--- src/rtl/set_assoc.sv ---
// One set of an N-way set-associative cache: per-way tag/valid/dirty/data plus true-LRU ages,
// served through a registered enable/ack handshake (IDLE -> LOOKUP -> RESP).
module set_assoc #(
  parameter int unsigned WAYS   = 4,
  parameter int unsigned WORDS  = 4,
  parameter int unsigned TAG_W  = 5,
  parameter int unsigned DATA_W = 16,
  localparam int unsigned WAY_W  = $clog2(WAYS),
  localparam int unsigned WORD_W = $clog2(WORDS)
) (
  input  logic              clk,
  input  logic              rst,
  input  logic              enable,
  input  logic              comp,
  input  logic              write,
  input  logic [WORD_W-1:0] word,
  input  logic [TAG_W-1:0]  tag_in,
  input  logic [DATA_W-1:0] data_in,
  input  logic              valid_in,
  input  logic [WAY_W-1:0]  way_in,
  output logic              hit,
  output logic              dirty_out,
  output logic              valid_out,
  output logic [TAG_W-1:0]  tag_out,
  output logic [DATA_W-1:0] data_out,
  output logic [WAY_W-1:0]  way_out,
  output logic              ack,
  output logic              busy
);

  typedef enum logic [1:0] {StIdle, StLookup, StResp} state_e;

  state_e state_q, state_d;

  logic              req_comp_q, req_write_q, req_valid_q;
  logic [WORD_W-1:0] req_word_q;
  logic [TAG_W-1:0]  req_tag_q;
  logic [DATA_W-1:0] req_data_q;
  logic [WAY_W-1:0]  req_way_q;

  logic [TAG_W-1:0]  tag_q  [WAYS];
  logic [DATA_W-1:0] data_q [WAYS][WORDS];
  logic [WAY_W-1:0]  age_q  [WAYS];
  logic [WAYS-1:0]   valid_q, dirty_q;

  logic commit_wr_q, commit_touch_q;

  logic [WAYS-1:0]  match;
  logic             hit_any, lk_wr, lk_touch;
  logic [WAY_W-1:0] hit_way, victim_way, rep_way;

  always_ff @(posedge clk or negedge rst) begin
    if (!rst) state_q <= StIdle;
    else      state_q <= state_d;
  end

  always_comb begin
    state_d = state_q;
    unique case (state_q)
      StIdle:   if (enable) state_d = StLookup;
      StLookup: state_d = StResp;
      StResp:   state_d = StIdle;
      default:  state_d = StIdle;
    endcase
  end

  always_comb begin
    ack  = (state_q == StResp);
    busy = (state_q != StIdle);
  end

  // Lookup: lowest matching way wins; victim is the way holding the oldest age.
  always_comb begin
    hit_way    = '0;
    victim_way = '0;
    for (int unsigned i = 0; i < WAYS; i++) begin
      match[i] = valid_q[i] && (tag_q[i] == req_tag_q);
    end
    for (int i = int'(WAYS) - 1; i >= 0; i--) begin
      if (match[i]) hit_way = WAY_W'(i);
    end
    for (int unsigned i = 0; i < WAYS; i++) begin
      if (age_q[i] == WAY_W'(WAYS - 1)) victim_way = WAY_W'(i);
    end
    hit_any  = |match;
    rep_way  = req_comp_q ? (hit_any ? hit_way : victim_way) : req_way_q;
    lk_wr    = req_write_q && (!req_comp_q || hit_any);
    lk_touch = req_comp_q ? hit_any : req_write_q;
  end

  always_ff @(posedge clk or negedge rst) begin
    if (!rst) begin
      req_comp_q     <= 1'b0;
      req_write_q    <= 1'b0;
      req_valid_q    <= 1'b0;
      req_word_q     <= '0;
      req_tag_q      <= '0;
      req_data_q     <= '0;
      req_way_q      <= '0;
      hit            <= 1'b0;
      dirty_out      <= 1'b0;
      valid_out      <= 1'b0;
      tag_out        <= '0;
      data_out       <= '0;
      way_out        <= '0;
      commit_wr_q    <= 1'b0;
      commit_touch_q <= 1'b0;
      valid_q        <= '0;
      dirty_q        <= '0;
      for (int unsigned i = 0; i < WAYS; i++) age_q[i] <= WAY_W'(i);
    end else begin
      if (state_q == StIdle && enable) begin
        req_comp_q  <= comp;
        req_write_q <= write;
        req_valid_q <= valid_in;
        req_word_q  <= word;
        req_tag_q   <= tag_in;
        req_data_q  <= data_in;
        req_way_q   <= way_in;
      end
      if (state_q == StLookup) begin
        hit            <= req_comp_q && hit_any;
        dirty_out      <= dirty_q[rep_way];
        valid_out      <= valid_q[rep_way];
        tag_out        <= tag_q[rep_way];
        data_out       <= data_q[rep_way][req_word_q];
        way_out        <= rep_way;
        commit_wr_q    <= lk_wr;
        commit_touch_q <= lk_touch;
      end
      // The committed way is always the reported way, so way_out doubles as the write index.
      if (state_q == StResp) begin
        if (commit_wr_q) begin
          if (req_comp_q) begin
            dirty_q[way_out] <= 1'b1;
          end else begin
            dirty_q[way_out] <= 1'b0;
            valid_q[way_out] <= req_valid_q;
          end
        end
        if (commit_touch_q) begin
          for (int unsigned j = 0; j < WAYS; j++) begin
            if (WAY_W'(j) == way_out)            age_q[j] <= '0;
            else if (age_q[j] < age_q[way_out]) age_q[j] <= age_q[j] + 1'b1;
          end
        end
      end
    end
  end

  // Tags and data are deliberately left unreset.
  always_ff @(posedge clk) begin
    if (state_q == StResp && commit_wr_q) begin
      data_q[way_out][req_word_q] <= req_data_q;
      if (!req_comp_q) tag_q[way_out] <= req_tag_q;
    end
  end

endmodule

--- config.mk ---
export PLATFORM = sky130hd
export DESIGN_NAME = set_assoc
export DESIGN_NICKNAME = d
export VERILOG_FILES = /design/src/rtl/set_assoc.sv
export SDC_FILE = /design/constraint.sdc
export NUM_CORES = 1
export LEC_CHECK = 0
export CORE_MARGIN = 3
export CORE_UTILIZATION = 57
export CTS_BUF_LIST = sky130_fd_sc_hd__clkbuf_8
export CTS_CLUSTER_SIZE = 14
export DETAILED_ROUTE_END_ITERATION = 6
export PLACE_DENSITY = 0.91
export SYNTH_ARGS = -nofsm -noshare
export SYNTH_HDL_FRONTEND = slang
export SYNTH_SLANG_ARGS = --single-unit
--- constraint.sdc ---
create_clock -name clk -period 2.65 [get_ports clk]
set_clock_uncertainty 0.2 [all_clocks]
set_input_delay 0.53 -clock clk [delete_from_list [all_inputs] [get_ports clk]]
set_output_delay 0.53 -clock clk [all_outputs]
set_load 0.005 [all_outputs]
==> reports/metrics.csv, run 1 <==
metric,value,unit
grt_first_pass_wirelength,58.5,mm
cts_max_path_buffers,3,
hold_path_depth,2,
ys_types,55,
hold_class,flip-flop to flip-flop,
crit_type,flip-flop to flip-flop,
ant_nets,0,
instances_no_fill,1561,
area.sequential,10100,µm²
slew_headroom,52.2,%
n_antenna_cell,0,
clockRootBuffer,clkbuf_8,
nets,1230,
io-pin-count,59,
critical_path_buf_inv_count,5,
dieArea,26700,µm²
drv_cap,0,
synth_flop_cell,edfxtp_1,
setup_viol,25,
cpLargestDelayFamily,compound AO/OA/AOI/OAI gates,
p_per_area,960,nW/µm²
seq_area_frac_synth,71.8,%
place_inst,1420,
ir_drop,0.467,mV
multi_input_area,4370,µm²
slew_viol_final,0,
start_util,58.1,%
viasPerCell,6.80,
cpMostUsedCell,buf_12,
status,"finished, violations left",
required,2940,ps
ys_async_sr_fraction,21.1,%
wl,47.2,mm
synth_area_per_cell,14.5,µm²
worstPathMaxFanout,7,
synth_area,14100,µm²
critPathSlowestCell,dfrtp_2,
rsz0062_at_grt,yes,
fin_crit_sh,124,%
fin_crit,3290,ps
synthToLayoutAreaGrowth,28.3,%
num_vias,10600,
critPathLaunchType,flip-flop,
layout_commonest_cell,edfxtp_1,
die_x,163,µm
rows,57,
fillers,1227,
synth_fp_nets,1012,
dp_hpwl,23.1,mm
timing.fmax,304,MHz
gp_congestion,0.869,
wl_per_cell,30.2,µm
finalHoldViolations,0,
antenna_found_initial,0,
grt_overflow,0,
cts.sinks,350,
worst_setup_path_startpoint,req_tag_q[2],
clk_pin_slew,70,ps
cts_tree,built,
p_leak,6.82,nW
coreArea,24300,µm²
dp_slack,-405,ps
holdPathEnd,tag_out[0],
crit_path_cell_trace,buf_4 > xnor2_1 > nand2_1 > o22a_1 > and3_4 > o2bb2ai_4 > buf_12 > buf_12 > buf_12 > clkbuf_16 > mux2i_1 > o22ai_1 > o32a_1,
critical_path_depth,13,
cts_buffers,53,
failed_checks,"DRC, setup timing",
finalPower,17.4,mW
drc,7,
synth_edf_count,276,
dieHeight,163,µm
ff2ff_setup_slack,-640,ps
rr_startpoint,req_tag_q[2],
drive_above_1_share,30.6,%
port_buffers,58,
endpoint_kind,flip-flop,
cts_max_level,2,
drt-initial-drc-count,2005,
drt_pre_antenna_iters,7,
final_cell_mix,"edfxtp_1, nand2_1, buf_4",
hp-start,tag_out[0],
ys_ff_latch,350,
syn_inst,974,
grt_usage,29.5,%
ys_warn_count,0,
reg2reg_depth,13,
reg2reg_to,data_out[6],
worstMarginPinSlew,717,ps
fin_ws,-639,ps
max_stage_delay,450,ps
clk_latency,600,ps
grt_pass1_vias,9993,
grt_max_degree,46,
cp.arrival,3580,ps
[Yosys cell counts (7+ instances only)]
| library cell | n | area [µm²] |
|---|---|---|
| dfrtp_1 | 70 | 1750 |
| inv_1 | 8 | 30.0 |
| o22ai_1 | 24 | 150 |
| mux2_2 | 32 | 360 |
| clkbuf_1 | 23 | 86.3 |
| nand4_1 | 7 | 43.8 |
| o21ai_0 | 41 | 205 |
| ha_1 | 7 | 87.6 |
| edfxtp_1 | 276 | 8290 |
| and3_1 | 7 | 43.8 |
| nand3_1 | 33 | 165 |
| nand2b_1 | 7 | 43.8 |
| mux2i_1 | 80 | 801 |
| a31oi_1 | 11 | 68.8 |
| nor3_1 | 13 | 65.1 |
| buf_2 | 16 | 80.1 |
| nand2_1 | 135 | 507 |
| xnor2_1 | 14 | 123 |
| nor2_1 | 54 | 203 |
| a21oi_1 | 30 | 150 |
[worst min-delay path: cells and delay by family (launching register included)]
family           cells  cell delay (ps)
flip-flops           1              350
AND/OR/NAND/NOR      1               60
AO/OA/AOI/OAI        1               50
[how the worst max path moves through the flow]
stage | end
after floorplan | data_q[0][48]
after detailed placement | data_out[11]
final | data_out[6]
after global placement | data_out[6]
after CTS | data_out[6]
after global routing | data_out[6]
[per-stage QoR]
step	instance area [µm²]	TNS [ps]	hold slack (ps)	util, %
3_3_place_gp	15900	-2890	257	65.3
5_1_grt	18100	-11810	315	74.6
6_report	18100	-10810	287	74.6
4_1_cts	17300	-4470	288	70.9
2_1_floorplan	14200	-5530	34.4	-
3_5_place_dp	15900	-4810	275	65.3
[timing repair]
action | 4_1_cts | 5_1_grt
hold buffers | 1 | 0
cloned | 1 | 6
endpoints found under the hold margin | 39 | 0
resized for setup | 46 | 121
endpoints found under the setup margin | 23 | 24
pin swaps | 20 | 43
setup buffers | 7 | 28
[area by class of cell]
cell class                 instances  share of cell area, %
sequential                       350                   56.0
multi-input combinational        566                   24.1
timing repair buffer             213                   11.8
clock buffer                      58                   4.40
tap                              324                   2.24
clock inverter                    42                   1.31
inverter                           8                  0.166
[routing by layer]
layer | track usage [%] | wire length [µm] | part of all wire [%]
met1 | 37.4 | 15100 | 32
met2 | 48.5 | 22200 | 47
met3 | 6.90 | 6290 | 13
met4 | 13.9 | 3530 | 7.5
met5 | 0 | 0 | 0
[logic make-up after synthesis]
| kind of cell | after synthesis | synth area share, % |
|---|---|---|
| AO/OA/AOI/OAI | 150 | 6.95 |
| XOR/XNOR | 20 | 1.24 |
| adder cells (fa/ha/maj) | 7 | 0.619 |
| buffers and inverters | 58 | 2.11 |
| flip-flops | 350 | 71.8 |
| multiplexers | 116 | 8.85 |
| AND/OR/NAND/NOR | 273 | 8.48 |
[sequential cells by signal, summed over array words and instances, names as in the netlist, 2 cells and up, named ones only]
| name | count |
|---|---|
| age_q | 8 |
| data_q | 256 |
| data_out | 16 |
| req_word_q | 2 |
| req_data_q | 16 |
| tag_out | 5 |
| way_out | 2 |
| tag_q | 20 |
| state_q | 2 |
| req_way_q | 2 |
| valid_q | 4 |
| req_tag_q | 5 |
[where the power goes]
group          internal, mW  switching, mW
clock                  2.23           2.27
combinational          2.61           2.87
sequential             6.69          0.737
No activity file was read; power rests on OpenSTA's default activity.
==> inputs of run 2 (changes only) <==
--- a/config.mk
+++ b/config.mk
@@ -10,6 +10,7 @@
 export CTS_BUF_LIST = sky130_fd_sc_hd__clkbuf_8
 export CTS_CLUSTER_SIZE = 14
 export DETAILED_ROUTE_END_ITERATION = 6
+export MAX_ROUTING_LAYER = met4
 export PLACE_DENSITY = 0.91
 export SYNTH_ARGS = -nofsm -noshare
 export SYNTH_HDL_FRONTEND = slang
==> run 2 against run 1 <==
Effect of this change:
- non-clock buffer count is 15 higher
- critical endpoint is now data_out[2]
- highest routed layer unchanged
- cell count increased by 1.0%
- critical path type unchanged
- setup slack better by 81 ps
- sequential power shrank 0.5%
- largest cell class unchanged
- critical path depth down 1
- combinational power is 1% lower
- via count decreased by 2.6%
- the flow still finishes with violations (DRC, setup timing)
- power increased by 0.23%
- final area up 1.8%
==> reports/metrics.csv, run 2 (synthesis gave the netlist of run 1 again) <==
metric,value,unit
drc,16,
setup_viol,34,
cp.arrival,3460,ps
drt-initial-drc-count,1610,
p_comb_share,31.0,%
viasPerCell,6.55,
highest-signal-layer,met4,
failed_checks,"DRC, setup timing",
grt_first_pass_wirelength,57.7,mm
finish.utilization,75.9,%
slew_viol_final,0,
required,2900,ps
io-pin-count,59,
num_vias,10300,
timing.fmax,312,MHz
wl_met1,14.6,mm
clk_pin_slew,70,ps
reg.largest.list,"data_q (256), tag_q (20)",
n_antenna_cell,0,
port_buffers,58,
slew_headroom,46.6,%
coreArea,24300,µm²
worstMarginPinSlew,801,ps
ir_drop,0.444,mV
ant_nets,0,
largest-register,data_q,
wl_met3,5.58,mm
status,"finished, violations left",
finalHoldViolations,0,
max_stage_delay,400,ps
drive_above_1_share,33.9,%
fin_crit,3210,ps
rows,57,
crit_path_cell_trace,buf_6 > xor2_4 > nor4_4 > nand3_2 > and3_4 > o2bb2ai_4 > buf_4 > buf_8 > mux2i_2 > o22ai_2 > a2111oi_4 > a31oi_1,
nets,1246,
p_switching,5.68,mW
critPathLaunchType,flip-flop,
clk_latency,590,ps
cts_max_level,2,
cts_buffers,54,
cts_max_path_buffers,3,
wl_per_cell,28.1,µm
drt_pre_antenna_iters,7,
dieHeight,163,µm
final_cell_mix,"edfxtp_1, buf_4, nand2_1",
largest_register_ffs,256,
grt_usage,29.7,%
fin_ws,-558,ps
p_int,11.8,mW
drv_cap,0,
cts_tree,built,
synthToLayoutAreaGrowth,30.6,%
cts.sinks,350,
fin_crit_sh,121,%
place_inst,1420,
grt_pass1_vias,10100,
rsz0062_at_grt,yes,
start_util,58.1,%
hold_class,flip-flop to flip-flop,
wl,44.3,mm
critPathSlowestCell,dfrtp_1,
seqPwrFrac,42.4,%
antenna_found_initial,0,
die_x,163,µm
crit_type,flip-flop to flip-flop,
swShare,32.5,%
grt_overflow,0,
gp_congestion,0.902,
p_leak,6.88,nW
dp_hpwl,22.6,mm
layout_commonest_cell,edfxtp_1,
endpoint_kind,flip-flop,
dieArea,26700,µm²
met2WireLength,21.3,mm
instances_no_fill,1577,
p_per_area,946,nW/µm²
clockRootBuffer,clkbuf_8,
worstPathMaxFanout,6,
clkPwrFrac,26.6,%
grt_max_degree,40,
-- run 2: path summary, 6_finish.rpt --
kind                            depth (start not counted)      endpoint  slack [ps]          from
max in group asynchronous                               3      age_q[1]        1240           rst
worst max register to register                         12   data_out[2]        -560  req_tag_q[1]
min in group asynchronous                               2  req_tag_q[3]         310           rst
worst max-delay path                                   12   data_out[2]        -560  req_tag_q[1]
worst min-delay path                                    2           hit         280           hit
worst min register to register                          2           hit         280           hit
-- run 2: worst max-delay path, delay by kind of cell, from the launching register on --
| kind | cells | cell delay [ps] |
|---|---|---|
| flip-flops | 1 | 400 |
| buffers and inverters | 3 | 460 |
| AO/OA/AOI/OAI | 4 | 830 |
| AND/OR/NAND/NOR | 3 | 750 |
| XOR/XNOR | 1 | 180 |
| multiplexers | 1 | 240 |
-- run 2: routing by layer --
metal	global-route usage, %	up-vias
met5	-	-
met4	14.1	0
met3	5.99	284
met2	47.5	970
met1	36.8	4943
li1	-	4137
-- run 2: repair_timing --
item | 4_1_cts | 5_1_grt
cloned | 2 | 1
endpoints found under the setup margin | 17 | 24
setup buffers | 24 | 36
pin swaps | 18 | 83
hold buffers | 1 | 0
hold endpoints to repair | 38 | 0
gates resized for setup | 58 | 171
-- run 2: final cells by class --
type,instances,area [µm²]
Sequential cell,350,10100
Clock inverter,36,219
Tap cell,324,405
Multi-Input combinational cell,566,4560
Fill cell,1189,5860
Timing Repair Buffer,228,2200
Clock buffer,65,895
Inverter,8,30.0
-- run 2: power by group through the flow --
stage | registers [mW] | clock network, mW | logic [mW]
floorplan | 7.17 | 0 | 2.27
global placement | 7.38 | 0 | 3.64
detailed placement | 7.43 | 0 | 3.79
CTS | 7.33 | 4.55 | 4.24
global route | 7.44 | 4.89 | 5.64
finish | 7.39 | 4.65 | 5.41
-- run 2: per-stage QoR --
stage                     TNS [ps]  hold WS (ps)  total power, mW  setup slack (ps)  instance area (µm²)
final                        -8250           285             17.5              -558                18500
after global routing        -10290           306             18.0              -602                18500
after CTS                    -3550           286             16.1              -278                17500
after detailed placement     -4500           271             11.2              -353                15900
after global placement       -2660           257             11.0              -238                15900
after floorplan              -5530          34.4             9.44              -106                14200
==> inputs of run 3 (changes only) <==
--- a/config.mk
+++ b/config.mk
@@ -5,13 +5,15 @@
 export SDC_FILE = /design/constraint.sdc
 export NUM_CORES = 1
 export LEC_CHECK = 0
+export CORE_ASPECT_RATIO = 0.75
 export CORE_MARGIN = 3
-export CORE_UTILIZATION = 57
+export CORE_UTILIZATION = 35
 export CTS_BUF_LIST = sky130_fd_sc_hd__clkbuf_8
 export CTS_CLUSTER_SIZE = 14
 export DETAILED_ROUTE_END_ITERATION = 6
 export MAX_ROUTING_LAYER = met4
-export PLACE_DENSITY = 0.91
+export PLACE_DENSITY = 0.65
+export SLEW_MARGIN = 20
 export SYNTH_ARGS = -nofsm -noshare
 export SYNTH_HDL_FRONTEND = slang
 export SYNTH_SLANG_ARGS = --single-unit
==> run 3 against run 2 <==
Effect of this change:
- the flow finishes with violations (setup timing)
- flip-flop and latch count is the same
- via count down 13%
- maximum frequency grew 5.5%
- global-route usage decreased by 12 points
- critical path depth fell by 2
- final area is 3.2% lower
- first-iteration DRC count shrank 47%
- die area increased by 60%
- count of clock-buffer cells in the layout decreased by 3
- power decreased by 7.9%
==> reports/metrics.csv, run 3 (synthesis gave the netlist of run 1 again) <==
metric,value,unit
largest_register_ffs,256,
timing.fmax,329,MHz
die_x,238,µm
setup_viol,23,
critPathLaunchType,flip-flop,
dieArea,42900,µm²
finish.utilization,45.0,%
p_leak,6.64,nW
viasPerCell,5.17,
nets,1215,
fin_crit,3040,ps
grt_usage,17.2,%
fin_ws,-391,ps
cts.sinks,350,
io-pin-count,59,
grt_overflow,0,
cts_max_path_buffers,3,
slew_viol_final,0,
drv_cap,0,
clk_pin_slew,70,ps
worstPathMaxFanout,5,
antenna_found_initial,0,
grt_most_used_layer,met1,
num_vias,8992,
layout_commonest_cell,edfxtp_1,
grt_max_degree,37,
rows,63,
dp_slack,-530,ps
gp_congestion,0.847,
drc,0,
required,2910,ps
drt_pre_antenna_iters,5,
cts_tree,built,
endpoint_kind,flip-flop,
clk_latency,590,ps
n_antenna_cell,0,
worstMarginPinSlew,690,ps
instances_no_fill,1739,
ir_drop,0.499,mV
start_util,35.6,%
port_buffers,58,
finalPower,16.1,mW
drive_above_1_share,26.7,%
wl,36.2,mm
cp.arrival,3300,ps
slew_headroom,54.0,%
cts_buffers,51,
rr_startpoint,tag_q[0][2],
worst_setup_path_startpoint,tag_q[0][2],
drt-initial-drc-count,850,
status,"finished, violations left",
ant_nets,0,
p_per_area,901,nW/µm²
cts_max_level,2,
grt_first_pass_wirelength,54.6,mm
met3_usage,3.50,%
crit_type,flip-flop to flip-flop,
grtUsageMet2,24.3,%
synthToLayoutAreaGrowth,26.3,%
fin_crit_sh,115,%
coreArea,39700,µm²
rsz0062_at_grt,yes,
final_cell_mix,"edfxtp_1, nand2_1, buf_4",
hold_class,primary input to asynchronous set/reset pin,
reg.largest.list,"data_q (256), tag_q (20)",
use_met1,25.5,%
place_inst,1628,
grt_pass1_vias,8843,
dieHeight,180,µm
wl_per_cell,20.8,µm
finalHoldViolations,0,
failed_checks,setup timing,
dp_hpwl,23.7,mm
largest-register,data_q,
clockRootBuffer,clkbuf_8,
setup_tns,-5670,ps
run 3: cell types whose count changed in the layout (fill, tap and decap cells not counted), sizes merged:
cell     previous run  this run
bufbuf              1         0
inv                24        29
o2bb2ai             1         2
clkinv             17        10
bufinv              2         1
buf               168       141
clkbuf             66        62
run 3: report_power, final:
part           leakage (nW)  internal (mW)  total (mW)  switching [mW]
sequential             3.37           6.69        7.36           0.664
combinational          2.67           2.21        4.45            2.24
clock                 0.596           2.22        4.28            2.06
run 3: path summary, 6_finish.rpt:
path,to,slack [ps],cells after the start
setup / recovery,data_out[0],-390,10
setup reg to reg,data_out[0],-390,10
min in group clk,hit,280,2
hold / removal,data_out[3],240,2
hold reg to reg,hit,280,2
max in group asynchronous,age_q[1],1390,3
run 3: final cells by class:
class                      instances  area [µm²]
clock buffer                      62         853
clock inverter                    33         164
fill                            3480       21900
inverter                           8        30.0
multi-input combinational        567        4140
sequential                       350       10100
tap                              520         651
timing repair buffer             199        1880
run 3: layer usage:
metal  wire, µm  up-vias
met1      17100     4528
met5          0        -
met3       2630       50
li1           -     4083
met4        609        0
met2      15900      331
run 3: worst max-delay path: stages, from the launching register on:
cell and delay (ps):
edfxtp_1 410, xnor2_1 200, nand4_1 180, o31a_1 350
a21boi_4 190, o2bb2ai_4 340, buf_6 190, buf_4 140
mux2i_2 230, o221ai_2 130, o32a_1 350
run 3: timing repair:
item | in CTS | in global routing
gates resized for setup | 36 | 72
endpoints found under the hold margin | 25 | 0
gates cloned | 3 | 0
pin swaps | 14 | 30
endpoints found under the setup margin | 23 | 23
buffers inserted | 7 | 7
hold buffers | 1 | 0
run 3: stage by stage:
step           hold slack, ps  instance area (µm²)
4_1_cts                   217                17500
3_5_place_dp              270                16200
2_1_floorplan            34.4                14200
3_3_place_gp              253                16200
5_1_grt                   254                17900
6_report                  239                17900
